[src/rtl/shift_capture.sv]
// Loopback monitor for the 74HC595 display chain. Rebuilds each latched word from the pins,
// decodes it into a per-row image store, and exposes the store and error counters over Wishbone.
module shift_capture #(
  parameter int unsigned SHIFT_BITS  = 32,
  parameter int unsigned SYNC_STAGES = 2
) (
  input  logic                  clk,
  input  logic                  reset_n,
  input  logic                  i_sr_clk,
  input  logic                  i_sr_latch,
  input  logic                  i_sr_mosi,
  input  logic                  i_wb_cyc,
  input  logic                  i_wb_stb,
  input  logic                  i_wb_we,
  input  logic [3:0]            i_wb_addr,
  input  logic [3:0]            i_wb_sel,
  input  logic [31:0]           i_wb_wdata,
  output logic                  o_wb_ack,
  output logic                  o_wb_stall,
  output logic [31:0]           o_wb_rdata,
  output logic [SHIFT_BITS-1:0] o_word,
  output logic                  o_word_valid
);

  logic [SYNC_STAGES-1:0] sclk_sync, latch_sync, mosi_sync;
  logic                   sclk_prev, latch_prev;
  logic                   sclk_rise, latch_rise, mosi_bit;

  logic [SHIFT_BITS-1:0]  shreg;
  logic [5:0]             bitcnt;
  logic [15:0]            frame_cnt;
  logic [7:0]             len_err_cnt, row_err_cnt;
  logic [23:0]            row_store [8];

  logic [7:0]             row_field;
  logic [23:0]            rgb_field;
  logic                   row_onehot;
  logic [2:0]             row_idx;

  logic                   wb_req, wb_wr8;
  logic [31:0]            rd_data;

  // Write data carries no information; only the byte selects matter on a write.
  logic                   unused_wdata;
  assign unused_wdata = ^i_wb_wdata;

  assign o_wb_stall = 1'b0;

  always_ff @(posedge clk or negedge reset_n) begin
    if (!reset_n) begin
      sclk_sync  <= '0;
      latch_sync <= '0;
      mosi_sync  <= '0;
      sclk_prev  <= 1'b0;
      latch_prev <= 1'b0;
    end else begin
      sclk_sync  <= {sclk_sync[SYNC_STAGES-2:0], i_sr_clk};
      latch_sync <= {latch_sync[SYNC_STAGES-2:0], i_sr_latch};
      mosi_sync  <= {mosi_sync[SYNC_STAGES-2:0], i_sr_mosi};
      sclk_prev  <= sclk_sync[SYNC_STAGES-1];
      latch_prev <= latch_sync[SYNC_STAGES-1];
    end
  end

  assign sclk_rise  = sclk_sync[SYNC_STAGES-1] & ~sclk_prev;
  assign latch_rise = latch_sync[SYNC_STAGES-1] & ~latch_prev;
  assign mosi_bit   = mosi_sync[SYNC_STAGES-1];

  assign wb_req = i_wb_cyc & i_wb_stb;
  assign wb_wr8 = wb_req & i_wb_we & (i_wb_addr == 4'd8);

  // Shift path; a latch sampling shreg in the same cycle sees the pre-shift value.
  always_ff @(posedge clk or negedge reset_n) begin
    if (!reset_n) begin
      shreg        <= '0;
      bitcnt       <= '0;
      o_word       <= '0;
      o_word_valid <= 1'b0;
    end else begin
      o_word_valid <= latch_rise;
      if (latch_rise) begin
        o_word <= shreg;
      end
      if (sclk_rise) begin
        shreg <= {shreg[SHIFT_BITS-2:0], mosi_bit};
      end
      if (latch_rise) begin
        bitcnt <= sclk_rise ? 6'd1 : 6'd0;
      end else if (sclk_rise && bitcnt != 6'd63) begin
        bitcnt <= bitcnt + 6'd1;
      end
    end
  end

  // Clears from the bus take priority over same-cycle increments.
  always_ff @(posedge clk or negedge reset_n) begin
    if (!reset_n) begin
      frame_cnt   <= '0;
      len_err_cnt <= '0;
    end else begin
      if (wb_wr8 && (i_wb_sel[3] || i_wb_sel[2])) begin
        frame_cnt <= '0;
      end else if (latch_rise) begin
        frame_cnt <= frame_cnt + 16'd1;
      end
      if (wb_wr8 && i_wb_sel[1]) begin
        len_err_cnt <= '0;
      end else if (latch_rise && bitcnt != 6'(SHIFT_BITS) && len_err_cnt != 8'hff) begin
        len_err_cnt <= len_err_cnt + 8'd1;
      end
    end
  end

  assign row_field = o_word[SHIFT_BITS-1 -: 8];
  assign rgb_field = o_word[SHIFT_BITS-9 -: 24];

  always_comb begin
    row_onehot = (row_field != 8'd0) && ((row_field & (row_field - 8'd1)) == 8'd0);
    row_idx    = 3'd0;
    for (int i = 0; i < 8; i++) begin
      if (row_field[i]) row_idx = 3'(i);
    end
  end

  // Row decode runs on the cycle o_word_valid marks a fresh word; blanking (row 0) is silent.
  always_ff @(posedge clk or negedge reset_n) begin
    if (!reset_n) begin
      row_err_cnt <= '0;
      for (int i = 0; i < 8; i++) row_store[i] <= '0;
    end else begin
      if (o_word_valid && row_onehot) begin
        row_store[row_idx] <= rgb_field;
      end
      if (wb_wr8 && i_wb_sel[0]) begin
        row_err_cnt <= '0;
      end else if (o_word_valid && !row_onehot && row_field != 8'd0 && row_err_cnt != 8'hff) begin
        row_err_cnt <= row_err_cnt + 8'd1;
      end
    end
  end

  always_comb begin
    rd_data = '0;
    if (!i_wb_addr[3]) begin
      rd_data = {8'h00, row_store[i_wb_addr[2:0]]};
    end else if (i_wb_addr == 4'd8) begin
      rd_data = {frame_cnt, len_err_cnt, row_err_cnt};
    end else if (i_wb_addr == 4'd9) begin
      rd_data = 32'(o_word);
    end
  end

  always_ff @(posedge clk or negedge reset_n) begin
    if (!reset_n) begin
      o_wb_ack   <= 1'b0;
      o_wb_rdata <= '0;
    end else begin
      o_wb_ack   <= wb_req;
      o_wb_rdata <= (wb_req && !i_wb_we) ? rd_data : 32'd0;
    end
  end

endmodule

[config.mk]
export PLATFORM = sky130hd
export DESIGN_NAME = shift_capture
export DESIGN_NICKNAME = d
export VERILOG_FILES = /design/src/rtl/shift_capture.sv
export SDC_FILE = /design/constraint.sdc
export NUM_CORES = 1
export LEC_CHECK = 0
export BUFFER_PORTS_ARGS = -buffer_cell sky130_fd_sc_hd__buf_4
export CORE_UTILIZATION = 42
export CTS_CLUSTER_DIAMETER = 80
export DETAILED_ROUTE_END_ITERATION = 8
export GPL_TIMING_DRIVEN = 0
export SETUP_SLACK_MARGIN = 0.02
export SKIP_LAST_GASP = 1
export SLEW_MARGIN = 5
export SYNTH_ARGS = -nofsm -noshare
export SYNTH_HDL_FRONTEND = slang
export SYNTH_SLANG_ARGS = --single-unit
[constraint.sdc]
create_clock -name clk -period 6.7 [get_ports clk]
set_input_delay 1.34 -clock clk [delete_from_list [all_inputs] [get_ports clk]]
set_output_delay 1.34 -clock clk [all_outputs]
set_load 0.01 [all_outputs]
Word level (Yosys, flattened, before mapping)
Cells that the tools add are included.

Register bits: 336. Output and inout port bits: 67. Word-level logic and storage cells: 94.

Add/sub/neg operators: 5. $lt $le $gt $ge: 3. Equal/unequal tests: 6. Multiplexer cells: 26. Bitwise operators: 10. Reduce and logical (&&, ||, !) cells: 22.

Operators with widths (count): bitwise mux 192 bit (1); 2-to-1 mux 32 bit (4); binary-select mux 24 bit (select 3 bit) (1); demux 24 bit (select 3 bit) (1); 2-to-1 mux 24 bit (3); 2-to-1 mux 16 bit (2); 2-to-1 mux 8 bit (4); 2-to-1 mux 3 bit (6); adder 16 x 1 -> 16 bit, second input constant (1); adder 8 x 1 -> 8 bit, second input constant (2); != test 8 bit, second input constant (2); logical AND 1 bit (13); 2-to-1 mux 6 bit (2); != test 6 bit, second input constant (2); AND 8 bit (1); == test 4 bit, second input constant (2); greater-or-equal comparator 4 bit, second input constant (2); zero test 8 bit (1); inverter 3 -> 4 bit (2); nonzero test 2 bit (4); nonzero test 8 bit (1); subtractor 8 x 1 -> 8 bit, second input constant (1); adder 6 x 1 -> 6 bit, second input constant (1); AND 1 bit (5); other kinds (5) (8).

Depth between registers and ports, before layout
Gate-level depths: netlist (run 1).

Depth in word-level cells: 13. Mapped depth: 9. Mapped depth without buffers: 7.

Worst setup path after synthesis (run 1)
OpenSTA, ideal clock, no wires.

Path type: input -> register. Start: input port i_wb_addr[0]. End: register o_wb_rdata[10]. Arrival: 2.980 ns. Required time: 6.558 ns. Setup slack: 3.578 ns. Cell stages on the path: 6. Path buffers: 2. Cells stage by stage: clkbuf_1 > clkbuf_1 > mux4_2 > nor2b_1 > a211oi_1 > a211oi_1.

Cells in the longest elaborated chain, start to end: 6.

Ends and longest elaborated chain: start, declared (line 15) `input logic [3:0] i_wb_addr,`; inverter 3 -> 4 bit (not written as such) (line 145) `rd_data = {8'h00, row_store[i_wb_addr[2:0]]};`; binary-select mux 24 bit (select 3 bit) (line 145); 2-to-1 mux 24 bit (not written as such) (2 in series) (line 145); 2-to-1 mux 32 bit (*) (line 144) `if (!i_wb_addr[3]) begin`; 2-to-1 mux 32 bit (*) (line 159) `o_wb_rdata <= (wb_req && !i_wb_we) ? rd_data : 32'd0;`; end signal, assigned (line 159); end, declared (line 20) `output logic [31:0] o_wb_rdata,`.

Every way passes the cells marked *; elsewhere a longest branch is shown, timed or not. The select of a mux whose other input is x is not followed. A chain may end at the register's enable or synchronous reset.

Worst setup path after layout (run 1)
Start: input port i_wb_addr[0]. End: register o_wb_rdata[13].

The elaborated chain is that of the path after synthesis.

==> results by group, run 1 <==
Outcome
  • Status: finished clean

Synth
  • Syn_area_per_cell: about 13 µm²
  • Synth top area cells: dfrtp_1, mux2_2, mux4_2, nand2_1, a211oi_1
  • Syn Nets: between 1000 and 1500
  • Ys async rst share: 100%
  • Post-synthesis cell area: 15000 µm²
  • Ys Warns: 0
  • Register area share after synthesis: between 50% and 60%
  • Post-synth EDFFs: 0
  • Ys flop type: dfrtp_1
  • Area leader, netlist: dfrtp_1
  • Yosys reg bits: about 340
  • Mapped Cells: about 1100
  • Yosys cell types: 56
  • Most common cell in the synthesized netlist: dfrtp_1
  • Commonest cells post-synth: dfrtp_1, mux2_2, nand2_1
  • Post-synth top area share: 56.1%

Floorplanning
  • CORE AREA: ~35000 µm²
  • Die X: 191 µm
  • Num rows: just under 70
  • Die area: about 36000 µm²
  • Initial Util: 43.0%
  • Die height: roughly 190 µm
  • # IOs: 115

Timing
  • Unrepaired setup endpoints after global routing: no
  • Tmin final: 3.56 ns
  • Fin. Hold Viols: 0
  • Final worst path period share: 53.1%
  • Slew HR: a little over a third
  • Fmax: roughly 280 MHz
  • Worst Tran Pin Value: a little under 1 ns
  • Final setup violation count: 0
  • Pins over their slew limit: 0
  • Setup tns final: 0 ns
  • Clock skew: roughly 0.021 ns

GRT
  • Initial antenna violation count: 0
  • Total track usage: 20.5%
  • Vias in the first global route: approximately 9500
  • GRT overflow: 0
  • First-pass GRT wire length: ~57 mm
  • Largest net degree at the start of global routing: ~110

Worst hold path
  • Hold Crit Class: register to register
  • Hold Startpoint: latch_sync[0]$_DFF_PN0_

Route
  • Mean routed wirelength per cell: between 20 and 25 µm
  • Vias: 9478
  • DR vias/cell: ~5.5
  • DR DRC count: 0
  • Final WL: 36.0 mm
  • Met1 wire length: 16.8 mm
  • DRT iter0 DRCs: approximately 710
  • DRT Pass-1 Iters: 5
  • Met3 WL post-DR: 1.42 mm
  • Top routing layer in use: met4
  • Wire length on met2: around 17 mm
  • Number of routed nets with antenna violations: 0

Critical path
  • CP Launch Type: input pin
  • Max FO, Critical Path: 10
  • CP Capture Type: register
  • WP data required: around 7.1 ns
  • Worst path max stage delay: approximately 0.56 ns
  • CP Cell Sequence: clkbuf_1 -> buf_2 -> nor4bb_1 -> clkbuf_1 -> clkbuf_1 -> a22oi_1 -> a211oi_1
  • Critical path type: input pin to register
  • R2R setup slack: 3.61 ns
  • Reg-to-Reg Start: o_word[24]$_DFFE_PN0P_
  • Worst Path Arrival: 3.92 ns
  • Worst-path cell with the longest stage delay: clkbuf_1
  • Most frequent CP cell: clkbuf_1
  • Critical Path Source: i_wb_addr[0]

Power and ir drop
  • Pwr Total: about 0.0049 W
  • Power per Cell Area: roughly 280 nW/µm²
  • Worst VDD drop: about 0.14 mV
  • Leak: about 8.3 nW

CTS
  • Worst-path clk slew: 0.06 ns
  • Post-CTS sizing: 0
  • Deepest clock path buffer count: 3
  • CTS root buf: clkbuf_16
  • Worst-skew pair later-pin latency: 0.52 ns
  • CTS tree: yes
  • H-tree levels: 2
  • Post-CTS Setup Inserts: 0
  • Clock sinks: between 300 and 400
  • Post-CTS Hold Buffers: 0
  • CTS buffer count: 37

Layout
  • Post-layout util: between 50% and 60%
  • Layout area overhead: 16.7%
  • Layout fillers: around 3100
  • Ant. Diodes: 0
  • Layout cell share with drive strength beyond 1: between 30% and 40%
  • Non-filler cells, final: roughly 1700
  • Final #Nets: roughly 1300

Job
  • Max-cap violations: 0

Place
  • Port bufs: slightly below 80
  • GPL Wtd Cong: roughly 0.84
  • Cells after DPL: ~1700
  • HPWL after DPL: between 20 and 25 mm
[sequential cells by signal, summed over array words and instances (netlist names)]
register / flops
bitcnt: 6
frame_cnt: 16
latch_prev: 1
latch_sync: 2
len_err_cnt: 8
mosi_sync: 2
o_wb_ack: 1
o_wb_rdata: 32
o_word: 32
o_word_valid: 1
row_err_cnt: 8
row_store: 192
sclk_prev: 1
sclk_sync: 2
shreg: 32
[final cells by class]
type | instances | area (µm²) | share of cell area [%]
multi-input combinational | 682 | 6080 | 34.8
clock buffer | 57 | 1120 | 6.43
tap | 455 | 569 | 3.26
inverter | 15 | 56.3 | 0.322
buffer | 99 | 447 | 2.56
clock inverter | 10 | 104 | 0.594
sequential | 336 | 8410 | 48.1
timing repair buffer | 83 | 691 | 3.95
[path summary, 6_finish.rpt]
kind | end | depth (start not counted)
worst max-delay path | o_wb_rdata[13]$_DFF_PN0_ | 7
worst min-delay path | latch_sync[1]$_DFF_PN0_ | 0
worst max register to register | row_store[127]$_DFFE_PN0P_ | 5
worst min register to register | latch_sync[1]$_DFF_PN0_ | 0
max in group asynchronous | row_err_cnt[6]$_DFFE_PN0P_ | 3
min in group asynchronous | latch_prev$_DFF_PN0_ | 1
[cells in the final DEF, fill, tap and decap left out, types with 6 or more instances in the layout]
master,count
mux4_2,48
nand3_1,17
nor2_1,50
mux2_2,204
buf_4,80
clkbuf_16,39
nor3_1,7
o21ai_0,10
a211oi_1,48
nor2b_1,26
buf_2,8
nand2_1,111
a22oi_1,34
inv_1,15
nand4_1,6
a21oi_1,13
xnor2_1,17
or4_1,6
mux2_4,20
clkinv_2,7
clkbuf_8,8
xor2_1,7
dfrtp_1,336
clkbuf_1,83
buf_1,7
[report_power, final]
part / switching [W] / internal, W
Clock: 0.000808 / 0.00123
Combinational: 0.000337 / 0.000216
Sequential: 0.000149 / 0.00218
Total: 0.00129 / 0.00362
[metal layers]
metal	global-route usage [%]	vias to the layer above
met1	29.3	4965
met2	32.1	182
met5	0	-
met3	3.48	38
li1	-	4293
met4	5.85	0
[critical path: cells and delay by family]
kind            cells  cell delay (ns)
buf+inv             4             1.66
compound gates      2             0.67
simple gates        1             0.24
[cells by family (layout without fill, tap and decap cells)]
family / after synthesis / count (layout) / share of synthesized area (%)
flip-flops: 336 / 336 / 56.1
other: 1 / 1 / 0.0250
buffers and inverters: 114 / 264 / 3.36
AO/OA/AOI/OAI: 125 / 125 / 5.99
adder cells (fa/ha/maj): 6 / 6 / 0.485
multiplexers: 273 / 273 / 24.6
XOR/XNOR: 24 / 24 / 1.40
AND/OR/NAND/NOR: 253 / 253 / 7.96
[metrics by stage]
stage | setup slack (ns) | instance area, µm² | hold WS (ns)
3_3_place_gp | 1.05 | 16100 | 0.335
2_1_floorplan | 3.58 | 15000 | 0.331
5_1_grt | 2.97 | 17500 | 0.352
6_report | 3.14 | 17500 | 0.348
3_5_place_dp | 2.65 | 16200 | 0.336
4_1_cts | 3.15 | 17500 | 0.348
No activity file was read; power rests on OpenSTA's default activity.
==> run 2: changes to the inputs <==
ABC_AREA = 1   (was default)
clock period = 3.4 ns   (was 6.7 ns; I/O delays follow)
==> run 2 against run 1 <==
Against the previous run:
- setup slack got worse by 2.2 ns
- critical path type unchanged
- via count rose by 54%
- first-iteration DRC count grew 130%
- worst hold slack worse by 0.30 ns
- area after synthesis increased by 8.7%
- combinational power rose by 78%
- largest cell class unchanged
- global-route usage increased by 6.6 points
- final area rose by 7.8%
==> results by group, run 2 <==
Synth
  • Area leader, netlist: dfrtp_1
  • Post-synth EDFFs: 0
  • Ys Warns: 0
  • Syn_area_per_cell: between 7 and 8 µm²
  • Post-synthesis cell area: approximately 16000 µm²
  • Synth top area cells: dfrtp_1, nand2_1, nand3_1, inv_1, o211ai_1
  • Ys flop type: dfrtp_1
  • Register area share after synthesis: 51.6%
  • Mapped Cells: 2047
  • Ys async rst share: between 90% and 100%
  • Yosys cell types: 27
  • Most common cell in the synthesized netlist: nand2_1
  • Yosys reg bits: approximately 340
  • Post-synth top area share: between 50% and 60%
  • Syn Nets: 2100
  • Commonest cells post-synth: nand2_1, dfrtp_1, nand3_1

Timing
  • Worst hold slack: 0.0432 ns
  • Fin. Hold Viols: 0
  • Setup tns final: 0 ns
  • Final setup violation count: 0
  • Clock skew: around 0.02 ns
  • Fmax: around 400 MHz
  • Unrepaired setup endpoints after global routing: no
  • Pins over their slew limit: 0
  • Worst Tran Pin Value: 0.984 ns
  • Slew HR: around 34%
  • Tmin final: between 2 and 2.5 ns
  • Final worst path period share: 73.5%

CTS
  • Post-CTS Hold Buffers: 0
  • Post-CTS Setup Inserts: 0
  • Clock sinks: 336
  • CTS tree: yes
  • CTS buffer count: 38
  • H-tree levels: 2
  • Deepest clock path buffer count: 3
  • Worst-path clk slew: approximately 0.06 ns
  • Worst-skew pair later-pin latency: ~0.54 ns
  • Post-CTS sizing: 0
  • CTS root buf: clkbuf_16

Route
  • DR DRC count: 0
  • Number of routed nets with antenna violations: 0
  • DRT Pass-1 Iters: 6
  • Mean routed wirelength per cell: a little under 20 µm
  • DR vias/cell: between 5 and 6
  • Final WL: about 52 mm
  • DRT iter0 DRCs: 1592
  • Vias: between 10000 and 15000

Floorplanning
  • Initial Util: between 40% and 50%
  • CORE AREA: approximately 38000 µm²
  • Die area: around 40000 µm²
  • Num rows: 71
  • # IOs: 115
  • Die X: around 200 µm
  • Die height: just under 200 µm

Critical path
  • CP Cell Sequence: buf_4 -> inv_1 -> clkbuf_1 -> clkbuf_1 -> o211ai_1 -> o211ai_1 -> nand3_1 -> nand3_1 -> inv_1
  • R2R setup slack: 1.00 ns
  • Critical path type: input pin to register
  • Worst-path cell with the longest stage delay: clkbuf_1
  • Max FO, Critical Path: 10
  • Worst Path Arrival: around 3 ns
  • Worst path max stage delay: between 0.6 and 0.7 ns
  • CP Launch Type: input pin
  • Reg-to-Reg Start: o_word[28]$_DFFE_PN0P_
  • Worst R2R End: row_store[138]$_DFFE_PN0P_
  • FF-to-FF path depth: 9
  • WP data required: approximately 3.8 ns
  • CP Capture Type: register

Power and ir drop
  • Leak: approximately 9.4 nW
  • Worst VDD drop: ~0.36 mV
  • Part of the power in registers: a little under half
  • Power per Cell Area: just under 500 nW/µm²
  • Combinational Power Share: between 10% and 20%
  • Clock share of power: a little over two fifths
  • Cell Int Power: a little under 0.007 W
  • Pwr Total: 0.00934 W
  • P_sw: approximately 0.0025 W
  • Net Sw Frac: 26.4%

Layout
  • Biggest register: row_store
  • Ant. Diodes: 0
  • Seq. cell area: around 8400 µm²
  • Layout fillers: ~3700
  • Leading cell type in the layout, fill and taps excluded: nand2_1
  • Fin area: ~19000 µm²
  • Layout cell share with drive strength beyond 1: between 8 and 9%
  • Area of the multi-input gates: ~6400 µm²
  • Most frequent cells in the layout: nand2_1, dfrtp_1, nand3_1, inv_1, clkbuf_1
  • Final #Nets: about 2200
  • Layout area overhead: 15.8%
  • Post-layout util: ~50%
  • Max reg flops: roughly 190

Outcome
  • Status: finished clean

GRT
  • Total track usage: 27.1%
  • First-pass GRT wire length: between 80 and 90 mm
  • Initial antenna violation count: 1
  • GRT overflow: 0
  • Vias in the first global route: ~14000
  • Largest net degree at the start of global routing: 115

Place
  • HPWL after DPL: 36.9 mm
  • Port bufs: 79
  • GPL Wtd Cong: ~0.93
  • Placed instance area: 17600 µm²

Job
  • Max-cap violations: 0

Worst hold path
  • Hold Crit Class: input pin to async pin
==> run 2: through the flow <==
step                setup WS [ns]  instances
global placement            -1.61       2637
floorplan                    1.46       2047
global route                0.875       2707
finish                      0.901       2707
detailed placement          0.450       2640
CTS                         0.997       2707
==> run 2: power groups by stage <==
stage	Combinational, W	Sequential (W)	Clock, W
after floorplan	0.000473	0.00431	0
after global placement	0.000948	0.00432	0
after detailed placement	0.000975	0.00432	0
after CTS	0.000978	0.00425	0.00417
after global routing	0.00107	0.00426	0.00432
final	0.000984	0.00425	0.00411
==> run 2: final cells by class <==
| type | count | area share [%] |
|---|---|---|
| multi-input combinational | 1375 | 34.1 |
| sequential | 336 | 44.6 |
| tap | 511 | 3.39 |
| clock buffer | 63 | 6.36 |
| buffer | 150 | 3.94 |
| inverter | 186 | 3.70 |
| timing repair buffer | 82 | 3.62 |
| clock inverter | 4 | 0.239 |
==> run 2: worst max path at each step <==
stage                                 end              startpoint  slack (ns)  depth (start not counted)
2_1_floorplan  len_err_cnt[4]$_DFFE_PN0P_            i_wb_addr[3]        1.46                         10
3_3_place_gp       mosi_sync[0]$_DFF_PN0_                 reset_n       -1.61                          1
3_5_place_dp     o_wb_rdata[17]$_DFF_PN0_            i_wb_addr[0]        0.45                          9
4_1_cts           o_wb_rdata[4]$_DFF_PN0_            i_wb_addr[0]         1.0                         10
5_1_grt        row_store[127]$_DFFE_PN0P_  o_word[28]$_DFFE_PN0P_        0.88                          9
6_report         o_wb_rdata[17]$_DFF_PN0_            i_wb_addr[0]        0.90                          9
==> run 2: cells by family after synthesis <==
logic type,share of synthesized area (%)
simple gates,28.4
other cells,0.0230
buf+inv,8.84
xor+xnor,0.646
flops,51.6
compound gates,10.1
fa+ha+maj,0.384
==> run 2: routing by layer <==
metal | routed length, µm | share of wire, % | up-vias | global-route usage [%]
li1 | - | - | 6862 | -
met1 | 23400 | 45 | 7068 | 38.8
met2 | 23300 | 45 | 544 | 42.0
met3 | 3950 | 7.6 | 86 | 4.36
met4 | 1340 | 2.6 | 2 | 8.18
met5 | 12 | 0.023 | - | 0
==> run 2: worst max-delay path: cells and delay by family <==
family,cells,cell delay [ns]
and+or+nand+nor,2,0.36
AOI/OAI and AO/OA,2,0.41
buffers and inverters,5,1.47
==> run 3: changes to the inputs <==
clock period = 2 ns   (was 3.4 ns; I/O delays follow)
==> run 3 against run 2 <==
Against the previous run:
- clock power grew 70%
- final area grew 2.0%
- global-route usage grew 0.078 points
- count of clock-buffer cells in the layout is the same
- clock skew shrank 0.0017 ns
- sequential share of layout area shrank 0.83 points
- via count grew 0.78%
- first-iteration DRC count grew 0.50%
- largest cell class unchanged
- largest power group unchanged
- highest routed layer unchanged
==> results by group, run 3 (synthesized netlist as in run 2, its figures left out) <==
CTS
  • CTS root buf: clkbuf_16
  • CTS buffer count: 38
  • Clock sinks: between 300 and 400
  • CTS tree: yes
  • Worst-skew pair later-pin latency: between 0.5 and 0.6 ns
  • Worst-path clk slew: ~0.06 ns
  • H-tree levels: 2
  • Deepest clock path buffer count: 3

GRT
  • Largest net degree at the start of global routing: between 100 and 150
  • GRT overflow: 0
  • Initial antenna violation count: 1
  • Total track usage: a little over a quarter
  • Vias in the first global route: ~14000
  • First-pass GRT wire length: just over 80 mm

Route
  • DR DRC count: 0
  • Vias: 14700
  • Mean routed wirelength per cell: approximately 19 µm
  • DR vias/cell: between 5 and 6
  • Number of routed nets with antenna violations: 0
  • DRT iter0 DRCs: 1600
  • DRT Pass-1 Iters: 5
  • Final WL: around 52 mm

Timing
  • Pins over their slew limit: 0
  • Tmin final: approximately 2.0 ns
  • Setup tns final: 0 ns
  • Slew HR: around a third
  • Fin. Hold Viols: 0
  • Fmax: between 500 and 600 MHz
  • Worst Tran Pin Value: about 1 ns
  • Final worst path period share: 97.5%
  • Final setup violation count: 0
  • Clock skew: about 0.018 ns
  • Unrepaired setup endpoints after global routing: yes

Critical path
  • Most frequent CP cell: nor2_4
  • CP Cell Sequence: nor2_4 -> nand3_1 -> nand2_1 -> inv_1 -> nor2_4 -> nand2_4 -> nor2_4 -> buf_12 -> buf_6 -> nand3_1 -> nand2_1
  • Max FO, Critical Path: 10
  • Worst Path Arrival: about 2.4 ns
  • Critical path type: register to register
  • Worst-path cell with the longest stage delay: dfrtp_2
  • CP Launch Type: register
  • Worst path max stage delay: ~0.46 ns
  • CP Capture Type: register
  • WP data required: roughly 2.5 ns

Layout
  • Layout area overhead: 18.1%
  • Max reg flops: 192
  • Leading cell type in the layout, fill and taps excluded: nand2_1
  • Layout fillers: ~3700
  • Most frequent cells in the layout: nand2_1, dfrtp_1, nand3_1, inv_1, nor2_1
  • Biggest register: row_store
  • Fin area: just under 20000 µm²
  • Layout cell share with drive strength beyond 1: between 10% and 20%
  • Ant. Diodes: 0
  • Final #Nets: between 2000 and 2500

Floorplanning
  • Initial Util: 42.9%
  • CORE AREA: 37900 µm²
  • # IOs: 115
  • Die X: roughly 200 µm
  • Die height: between 150 and 200 µm
  • Num rows: 71
  • Die area: roughly 40000 µm²

Job
  • Max-cap violations: 0

Place
  • Placed instance area: 17600 µm²
  • GPL Wtd Cong: between 0.9 and 1
  • Port bufs: 79
  • HPWL after DPL: 36.9 mm

Power and ir drop
  • Power per Cell Area: just over 800 nW/µm²
  • Leak: ~9.6 nW
  • Pwr Total: around 0.016 W
  • Worst VDD drop: ~0.6 mV

Outcome
  • Status: finished clean

Worst hold path
  • Hold Crit Class: input pin to register
## run 3: cell count changes in the layout (fill, tap and decap cells not counted), moves of 4 or more
cell	change
clkbuf_2	+18
nor2_4	+7
clkbuf_1	-23
nand3_4	+4
dlygate4sd3_1	+4
dfrtp_1	-7
buf_4	+19
nand3_1	-7
nor2_1	-4
dfrtp_2	+7
## run 3: critical path, delay by kind of cell, from the launching register on
family                 cells  cell delay, ns
buffers and inverters      3            0.40
flip-flops                 1            0.46
AND/OR/NAND/NOR            8            1.01
## run 3: worst paths after layout
kind / slack, ns / start / endpoint / cells past startpoint
setup / recovery: 0.05 / o_word[26]$_DFFE_PN0P_ / row_store[105]$_DFFE_PN0P_ / 11
hold / removal: 0.14 / i_wb_stb / o_wb_ack$_DFF_PN0_ / 3
setup reg to reg: 0.05 / o_word[26]$_DFFE_PN0P_ / row_store[105]$_DFFE_PN0P_ / 11
hold reg to reg: 0.35 / mosi_sync[0]$_DFF_PN0_ / mosi_sync[1]$_DFF_PN0_ / 0
max in group asynchronous: 0.38 / reset_n / o_word[25]$_DFFE_PN0P_ / 4
min in group asynchronous: 0.36 / reset_n / o_wb_rdata[9]$_DFF_PN0_ / 2
## run 3: layout make-up
class / count / area (µm²) / area share (%)
buffer: 150 / 820 / 4.26
clock buffer: 63 / 1200 / 6.24
clock inverter: 4 / 45.0 / 0.234
inverter: 186 / 703 / 3.66
multi-input combinational: 1375 / 6560 / 34.1
sequential: 336 / 8420 / 43.8
tap: 511 / 639 / 3.33
timing repair buffer: 100 / 841 / 4.37
## run 3: through the flow
stage               utilization (%)  setup WS [ns]  hold slack [ns]  cells
global placement               46.2          -2.73            0.335   2637
detailed placement             46.4         -0.670            0.325   2640
finish                         50.7         0.0499            0.138   2725
global route                   50.7        -0.0625            0.154   2725
floorplan                         -          0.292            0.104   2047
CTS                            50.2         0.0192            0.134   2716
## run 3: layer usage
metal | GRT usage (%) | part of all wire [%]
met1 | 38.8 | 45
met2 | 42.1 | 45
met3 | 4.48 | 7.8
met4 | 8.29 | 2.5
met5 | 0 | 0.029
## run 3: repair_timing
item,4_1_cts,5_1_grt
hold buffers,4,0
gates resized for setup,51,44
pin swaps,5,6
setup buffers,5,9
gates cloned,0,0
setup endpoints to repair,212,215
endpoints found under the hold margin,47,0
## run 3: power by group
group          switching [W]  total (W)  internal (W)
logic                0.00124    0.00168      0.000445
registers           0.000177    0.00723       0.00705
clock network        0.00280    0.00699       0.00420
